==> config.mk <==
export PLATFORM = sky130hd
export DESIGN_NAME = oam_dma_flat
export DESIGN_NICKNAME = d
export VERILOG_FILES = /design/src/rtl/oam_dma_pkg.sv /design/src/rtl/oam_dma_if.sv /design/src/rtl/oam_dma.sv /design/src/flat_wrapper.sv
export SDC_FILE = /design/constraint.sdc
export NUM_CORES = 1
export LEC_CHECK = 0
export BUFFER_PORTS_ARGS = -buffer_cell sky130_fd_sc_hd__buf_2
export CORE_MARGIN = 2
export CORE_UTILIZATION = 40
export CTS_CLUSTER_DIAMETER = 30
export DETAILED_ROUTE_END_ITERATION = 8
export PLACE_DENSITY = 0.72
export SETUP_SLACK_MARGIN = 0.15
export SYNTH_ARGS = -nofsm -noshare
export SYNTH_HDL_FRONTEND = slang
export SYNTH_SLANG_ARGS = --single-unit
==> constraint.sdc <==
create_clock -name clk -period 2.92 [get_ports clk]
set_input_delay 0.146 -clock clk [delete_from_list [all_inputs] [get_ports clk]]
set_output_delay 0.146 -clock clk [all_outputs]
set_load 0.005 [all_outputs]
==> src/rtl/oam_dma_pkg.sv <==
// Shared constants and types for the OAM DMA engine.
//   DMA_REG_ADDR    : CPU register that starts a transfer and reads back its page
//   OAM_BASE        : CPU-visible base of sprite attribute memory
//   ECHO_FOLD_START : first source page that aliases work RAM through echo space
//   dma_state_t     : engine state encoding
//   fold_page()     : maps an echo-RAM source page onto the work-RAM page it mirrors
package oam_dma_pkg;

    localparam logic [15:0] DMA_REG_ADDR    = 16'hFF46;
    localparam logic [15:0] OAM_BASE        = 16'hFE00;
    localparam logic [7:0]  ECHO_FOLD_START = 8'hE0;

    typedef enum logic [1:0] {
        DMA_IDLE,
        DMA_START,
        DMA_XFER
    } dma_state_t;

    // Pages E0-FF mirror C0-DF, so reads are redirected 0x20 pages down.
    function automatic logic [7:0] fold_page(input logic [7:0] page);
        return (page >= ECHO_FOLD_START) ? (page - 8'h20) : page;
    endfunction

endpackage

==> src/rtl/oam_dma_if.sv <==
// Bus bundle between the CPU / source memory / OAM and the DMA engine.
//   cpu_*      : register write/read port (write strobe one cycle, readback combinational)
//   src_*      : source read port, data returns one cycle after src_re
//   oam_*      : OAM byte write port, oam_addr is the byte index 0..NUM_BYTES-1
//   dma_active : high for the whole transfer
// slave is the engine side, master is the system side.
interface oam_dma_if;

    logic [15:0] cpu_addr;
    logic [7:0]  cpu_wdata;
    logic        cpu_we;
    logic        cpu_re;
    logic [7:0]  cpu_rdata;
    logic        cpu_sel;

    logic [15:0] src_addr;
    logic        src_re;
    logic [7:0]  src_rdata;

    logic [7:0]  oam_addr;
    logic [7:0]  oam_wdata;
    logic        oam_we;

    logic        dma_active;

    modport slave (
        input  cpu_addr, cpu_wdata, cpu_we, cpu_re, src_rdata,
        output cpu_rdata, cpu_sel, src_addr, src_re,
               oam_addr, oam_wdata, oam_we, dma_active
    );

    modport master (
        output cpu_addr, cpu_wdata, cpu_we, cpu_re, src_rdata,
        input  cpu_rdata, cpu_sel, src_addr, src_re,
               oam_addr, oam_wdata, oam_we, dma_active
    );

endinterface

==> src/rtl/oam_dma.sv <==
// OAM DMA engine: a write of page XX to 0xFF46 copies XX00-XX9F into OAM,
// one byte per CYCLES_PER_BYTE clocks, after START_DELAY idle clocks.
//   clk   : system clock
//   reset : asynchronous, active-high
//   bus   : oam_dma_if.slave (CPU register port, source read port, OAM write port,
//           dma_active)
// Requires CYCLES_PER_BYTE >= 2, START_DELAY >= 1, NUM_BYTES <= 256.
module oam_dma
    import oam_dma_pkg::*;
#(
    parameter int unsigned NUM_BYTES       = 160,
    parameter int unsigned CYCLES_PER_BYTE = 4,
    parameter int unsigned START_DELAY     = 4
) (
    input  logic      clk,
    input  logic      reset,
    oam_dma_if.slave  bus
);

    localparam int unsigned PH_W  = (CYCLES_PER_BYTE > 1) ? $clog2(CYCLES_PER_BYTE) : 1;
    localparam int unsigned DLY_W = (START_DELAY > 1) ? $clog2(START_DELAY) : 1;

    localparam logic [PH_W-1:0]  PH_LAST  = PH_W'(CYCLES_PER_BYTE - 1);
    localparam logic [PH_W-1:0]  PH_WRITE = PH_W'(1);
    localparam logic [DLY_W-1:0] DLY_LAST = DLY_W'(START_DELAY - 1);
    localparam logic [7:0]       IDX_LAST = 8'(NUM_BYTES - 1);

    dma_state_t       state_q, state_d;
    logic [7:0]       reg_src_q, reg_src_d;
    logic [7:0]       page_q, page_d;
    logic [7:0]       idx_q, idx_d;
    logic [PH_W-1:0]  phase_q, phase_d;
    logic [DLY_W-1:0] delay_q, delay_d;

    logic trigger_c;
    logic sel_c;

    assign trigger_c = bus.cpu_we && (bus.cpu_addr == DMA_REG_ADDR);

    // Register readback is combinational so the CPU sees it in the read cycle.
    assign sel_c         = bus.cpu_re && (bus.cpu_addr == DMA_REG_ADDR);
    assign bus.cpu_sel   = sel_c;
    assign bus.cpu_rdata = sel_c ? reg_src_q : 8'h00;

    assign bus.dma_active = (state_q != DMA_IDLE);

    // State and counter registers.
    always_ff @(posedge clk or posedge reset) begin
        if (reset) begin
            state_q   <= DMA_IDLE;
            reg_src_q <= 8'h00;
            page_q    <= 8'h00;
            idx_q     <= 8'h00;
            phase_q   <= '0;
            delay_q   <= '0;
        end else begin
            state_q   <= state_d;
            reg_src_q <= reg_src_d;
            page_q    <= page_d;
            idx_q     <= idx_d;
            phase_q   <= phase_d;
            delay_q   <= delay_d;
        end
    end

    // Next state, counters and transfer strobes.
    always_comb begin
        state_d       = state_q;
        reg_src_d     = reg_src_q;
        page_d        = page_q;
        idx_d         = idx_q;
        phase_d       = phase_q;
        delay_d       = delay_q;
        bus.src_re    = 1'b0;
        bus.src_addr  = 16'h0000;
        bus.oam_we    = 1'b0;
        bus.oam_addr  = 8'h00;
        bus.oam_wdata = 8'h00;

        case (state_q)
            DMA_IDLE: ;
            DMA_START: begin
                if (delay_q == DLY_LAST) begin
                    state_d = DMA_XFER;
                    idx_d   = 8'h00;
                    phase_d = '0;
                end else begin
                    delay_d = delay_q + DLY_W'(1);
                end
            end
            DMA_XFER: begin
                if (phase_q == '0) begin
                    bus.src_re   = 1'b1;
                    bus.src_addr = {page_q, idx_q};
                end
                // Source data requested in phase 0 is on src_rdata now.
                if (phase_q == PH_WRITE) begin
                    bus.oam_we    = 1'b1;
                    bus.oam_addr  = idx_q;
                    bus.oam_wdata = bus.src_rdata;
                end
                if (phase_q == PH_LAST) begin
                    phase_d = '0;
                    if (idx_q == IDX_LAST) begin
                        state_d = DMA_IDLE;
                        idx_d   = 8'h00;
                    end else begin
                        idx_d = idx_q + 8'd1;
                    end
                end else begin
                    phase_d = phase_q + PH_W'(1);
                end
            end
            default: state_d = DMA_IDLE;
        endcase

        // A register write restarts from any state and cancels a same-cycle OAM write.
        if (trigger_c) begin
            state_d       = DMA_START;
            reg_src_d     = bus.cpu_wdata;
            page_d        = fold_page(bus.cpu_wdata);
            idx_d         = 8'h00;
            phase_d       = '0;
            delay_d       = '0;
            bus.oam_we    = 1'b0;
            bus.oam_wdata = 8'h00;
        end
    end

endmodule

==> src/flat_wrapper.sv <==
// flat-port wrapper written by rule: the top's interface ports become plain ports
module oam_dma_flat import oam_dma_pkg::*;
#(
    parameter int unsigned NUM_BYTES       = 160,
    parameter int unsigned CYCLES_PER_BYTE = 4,
    parameter int unsigned START_DELAY     = 4
)
  (clk, reset, bus_cpu_addr, bus_cpu_wdata, bus_cpu_we, bus_cpu_re, bus_src_rdata, bus_cpu_rdata, bus_cpu_sel, bus_src_addr, bus_src_re, bus_oam_addr, bus_oam_wdata, bus_oam_we, bus_dma_active);
  oam_dma_if bus_i ();
  input  logic clk;
  input  logic reset;
  input wire logic [$bits(bus_i.cpu_addr)-1:0] bus_cpu_addr;
  input wire logic [$bits(bus_i.cpu_wdata)-1:0] bus_cpu_wdata;
  input wire logic [$bits(bus_i.cpu_we)-1:0] bus_cpu_we;
  input wire logic [$bits(bus_i.cpu_re)-1:0] bus_cpu_re;
  input wire logic [$bits(bus_i.src_rdata)-1:0] bus_src_rdata;
  output wire logic [$bits(bus_i.cpu_rdata)-1:0] bus_cpu_rdata;
  output wire logic [$bits(bus_i.cpu_sel)-1:0] bus_cpu_sel;
  output wire logic [$bits(bus_i.src_addr)-1:0] bus_src_addr;
  output wire logic [$bits(bus_i.src_re)-1:0] bus_src_re;
  output wire logic [$bits(bus_i.oam_addr)-1:0] bus_oam_addr;
  output wire logic [$bits(bus_i.oam_wdata)-1:0] bus_oam_wdata;
  output wire logic [$bits(bus_i.oam_we)-1:0] bus_oam_we;
  output wire logic [$bits(bus_i.dma_active)-1:0] bus_dma_active;
  assign bus_i.cpu_addr = bus_cpu_addr;
  assign bus_i.cpu_wdata = bus_cpu_wdata;
  assign bus_i.cpu_we = bus_cpu_we;
  assign bus_i.cpu_re = bus_cpu_re;
  assign bus_i.src_rdata = bus_src_rdata;
  assign bus_cpu_rdata = bus_i.cpu_rdata;
  assign bus_cpu_sel = bus_i.cpu_sel;
  assign bus_src_addr = bus_i.src_addr;
  assign bus_src_re = bus_i.src_re;
  assign bus_oam_addr = bus_i.oam_addr;
  assign bus_oam_wdata = bus_i.oam_wdata;
  assign bus_oam_we = bus_i.oam_we;
  assign bus_dma_active = bus_i.dma_active;
  oam_dma #(.NUM_BYTES(NUM_BYTES), .CYCLES_PER_BYTE(CYCLES_PER_BYTE), .START_DELAY(START_DELAY)) u_core (.clk(clk), .reset(reset), .bus(bus_i));
endmodule
==> flow_summary.json <==
{
  "post_route_setup_tns_ps": 0,
  "layout.cells.most_common": "sky130_fd_sc_hd__buf_2",
  "core-area_sq_mm": 0.00403,
  "cts_inserted_buffers": 3,
  "slew_violations": 0,
  "clockBufferDepth": 2,
  "path_buf_inv": 3,
  "count_of_flip_flops_with_a_built_in_enable_after_synthesis": 0,
  "cts_tree": "yes",
  "worst_hold_slack_ps": 71.4,
  "via_count_of_the_first_global_routing_pass": 1529,
  "top_usage_layer": "met2",
  "final_number_of_setup_violating_endpoints": 0,
  "synth.cell_area_sq_mm": 0.00169,
  "drv.max_cap_violation_count": 0,
  "detail-route-antenna-nets": 0,
  "dr.pass1.iters": 4,
  "ctsHoldBuffers": 0,
  "synthToLayoutAreaGrowth_pct": 27.6,
  "htreeDepth": 1,
  "grt_start_max_net_pins": 32,
  "clk_pin_slew_ps": 90,
  "worst_margin_pin_slew_ps": 948,
  "critical-path-top-cell-by-count": "sky130_fd_sc_hd__buf_2",
  "cts_post_setup_buffers_inserted": 0,
  "p_seq_share_pct": 58.0,
  "timing.final.crit_share_pct": 74.8,
  "cts_sinks": 25,
  "cts.repair.resized": 0,
  "power_leakage_nw": 1.35,
  "count_of_input_and_output_buffers": 79,
  "layout_common_cells": "79 x sky130_fd_sc_hd__buf_2, 44 x sky130_fd_sc_hd__and3_1, 25 x sky130_fd_sc_hd__dfrtp_1, 14 x sky130_fd_sc_hd__nand2_1",
  "biggest_area_contributors_in_the_synthesized_netlist": "sky130_fd_sc_hd__dfrtp_1 37%, sky130_fd_sc_hd__and3_1 16%, sky130_fd_sc_hd__mux2_1 7.3%",
  "drtIter0Drc": 97,
  "total_switching_power_uw": 139,
  "r2r-start": "u_core.state_q[1]",
  "residual_drc_count": 0,
  "globalRouteMet3Util_pct": 2.44,
  "syn_avg_cell_area_sq_um": 9.12,
  "yosys_warnings": 0,
  "period_needed_ps": 2190,
  "top_cell_type_s_share_of_synthesized_area_pct": 37.1,
  "grt_use_met1_pct": 22.1,
  "critPathMaxFanout": 20,
  "syn_inst": 185,
  "slowest_delay_ps": 520,
  "finalNetCount": 306,
  "unrepaired_setup_endpoints_after_global_routing": "false",
  "netlist-cell-type-count": 35,
  "pin_count": 80,
  "critPathArrivalTime_ps": 2040,
  "setup.worst_path.start": "bus_cpu_addr[5]",
  "floorplan.rows": 23,
  "finalWeightedCongestion": 0.902,
  "route.vias.total": 1634,
  "grt_antenna_before_repair": 0,
  "status": "finished, final reports clean",
  "first_pass_grt_wire_length_um": 6710,
  "synth-async-reset-ratio_pct": 100,
  "power_switching_share_pct": 22.9,
  "chipHeight_um": 68.9,
  "clockRootBuffer": "sky130_fd_sc_hd__clkbuf_8",
  "synth.yosys.seq_area_share_pct": 37.1,
  "share_comb_of_total_power_pct": 7.5,
  "viasPerCell": 5.27,
  "critical-path-top-delay-family": "simple AND/OR/NAND/NOR gates",
  "fp.dieArea_sq_mm": 0.00475,
  "timing_worst_setup_path_type": "in2out",
  "grt_remaining_overflow": 0,
  "floorplan.die.width_um": 68.9,
  "cp-start-kind": "primary input",
  "post-dp-hpwl_um": 3130,
  "globalRouteMet2Util_pct": 35.0,
  "yosys.area.top_type": "sky130_fd_sc_hd__dfrtp_1",
  "synth_nets": 230,
  "worst_skew_pair.late_latency_ps": 270,
  "grtUsageTotal_pct": 18.9,
  "route.detailed.wl_per_inst_um": 13.3,
  "slowest_cell_on_crit_path": "sky130_fd_sc_hd__or4b_1",
  "ff_latch_area_sq_um": 626,
  "yosys_register_bits": 25,
  "share_of_post_route_cells_with_drive_strength_above_1_pct": 34.2,
  "power_density_mw_per_mm2": 281,
  "worst_setup_path_end_kind": "output pin",
  "floorplan.initialDensity_pct": 41.9,
  "finClkSkew_ps": 2.18,
  "max_clk_rate_mhz": 458,
  "hold_viol_final": 0,
  "cp_required_ps": 2770,
  "internal_dissipation_uw": 467,
  "worst_ir_drop_vdd_mv": 0.193,
  "synth_flop_cell": "sky130_fd_sc_hd__dfrtp_1",
  "crit_path_cell_trace": "buf_2 > or4b_1 > nor4_2 > buf_4 > nand2_1 > and3_1 > buf_2",
  "power.share.clock_pct": 34.6,
  "final.fill_count": 416,
  "max-slew-margin-rel_pct": 36.7,
  "detail_route.wirelength_um": 4120,
  "antenna_cells_inserted": 0,
  "multi_input_area_sq_um": 958,
  "min_path_type": "in2async"
}
-- power by group through the flow --
| stage | clock, mW | sequential (mW) | combinational, mW |
|---|---|---|---|
| 4_1_cts | 0.215 | 0.351 | 0.0463 |
| 2_1_floorplan | 0 | 0.357 | 0.0172 |
| 3_5_place_dp | 0 | 0.358 | 0.0461 |
| 6_report | 0.210 | 0.351 | 0.0451 |
| 3_3_place_gp | 0 | 0.358 | 0.0450 |
| 5_1_grt | 0.231 | 0.351 | 0.0525 |
-- synthesized netlist by cell type (4+ instances only) --
library cell,number
sky130_fd_sc_hd__clkbuf_1,7
sky130_fd_sc_hd__nand4_1,5
sky130_fd_sc_hd__ha_1,9
sky130_fd_sc_hd__nand2b_1,4
sky130_fd_sc_hd__nand2_1,14
sky130_fd_sc_hd__and3_1,44
sky130_fd_sc_hd__dfrtp_1,25
sky130_fd_sc_hd__nand3_1,4
sky130_fd_sc_hd__inv_1,11
sky130_fd_sc_hd__and2_1,5
sky130_fd_sc_hd__a21oi_1,9
sky130_fd_sc_hd__o21ai_0,4
sky130_fd_sc_hd__mux2_1,11
-- worst paths after layout --
check | depth (start not counted) | slack (ps) | end
setup / recovery | 7 | 730 | bus_oam_wdata[3]
hold / removal | 2 | 70 | u_core.page_q[4]
setup reg to reg | 6 | 940 | u_core.idx_q[6]
hold reg to reg | 1 | 480 | u_core.page_q[5]
max in group asynchronous | 2 | 2270 | u_core.page_q[7]
min in group clk | 2 | 80 | u_core.page_q[4]
-- layout make-up --
class	instances	area share [%]
clock buffer	3	1.92
clock inverter	1	0.233
timing repair buffer	82	19.4
tap	50	2.91
multi-input combinational	138	44.5
inverter	11	1.92
sequential	25	29.1
-- sequential cells by signal, summed over array words and instances (netlist names) --
name              flops
u_core.delay_q        2
u_core.idx_q          8
u_core.reg_src_q      3
u_core.state_q        2
u_core.page_q         8
u_core.phase_q        2
-- metrics by stage --
| stage | instance area (sq um) | power [mW] | setup slack [ps] | util (%) | std cells |
|---|---|---|---|---|---|
| 2_1_floorplan | 1690 | 0.374 | 1090 | - | 185 |
| 3_3_place_gp | 2110 | 0.403 | 744 | 52.3 | 306 |
| 3_5_place_dp | 2110 | 0.404 | 704 | 52.3 | 306 |
| 4_1_cts | 2150 | 0.612 | 705 | 53.4 | 310 |
| 5_1_grt | 2150 | 0.635 | 519 | 53.4 | 310 |
| 6_report | 2150 | 0.606 | 735 | 53.4 | 310 |
-- logic make-up after synthesis --
logic type                 share of synthesized area [%]
and+or+nand+nor                                     32.9
DFF                                                 37.1
AOI/OAI and AO/OA                                   8.83
buffers and inverters                               6.08
muxes                                               7.34
adders and majority gates                           6.68
xor gates and xnor gates                            1.04
-- worst reg2reg max path, stage by stage, from the launching register on --
cell,delay (ps)
sky130_fd_sc_hd__dfrtp_1,380
sky130_fd_sc_hd__inv_1,70
sky130_fd_sc_hd__ha_1,200
sky130_fd_sc_hd__nand2b_1,210
sky130_fd_sc_hd__nand4_1,350
sky130_fd_sc_hd__or4_1,570
sky130_fd_sc_hd__a31oi_1,130
-- metal layers --
layer	vias up	wire length, um
met1	762	1780
met3	7	223
met2	47	2040
met5	-	0
met4	0	72
li1	818	-
(Power assumes the default switching activity.)
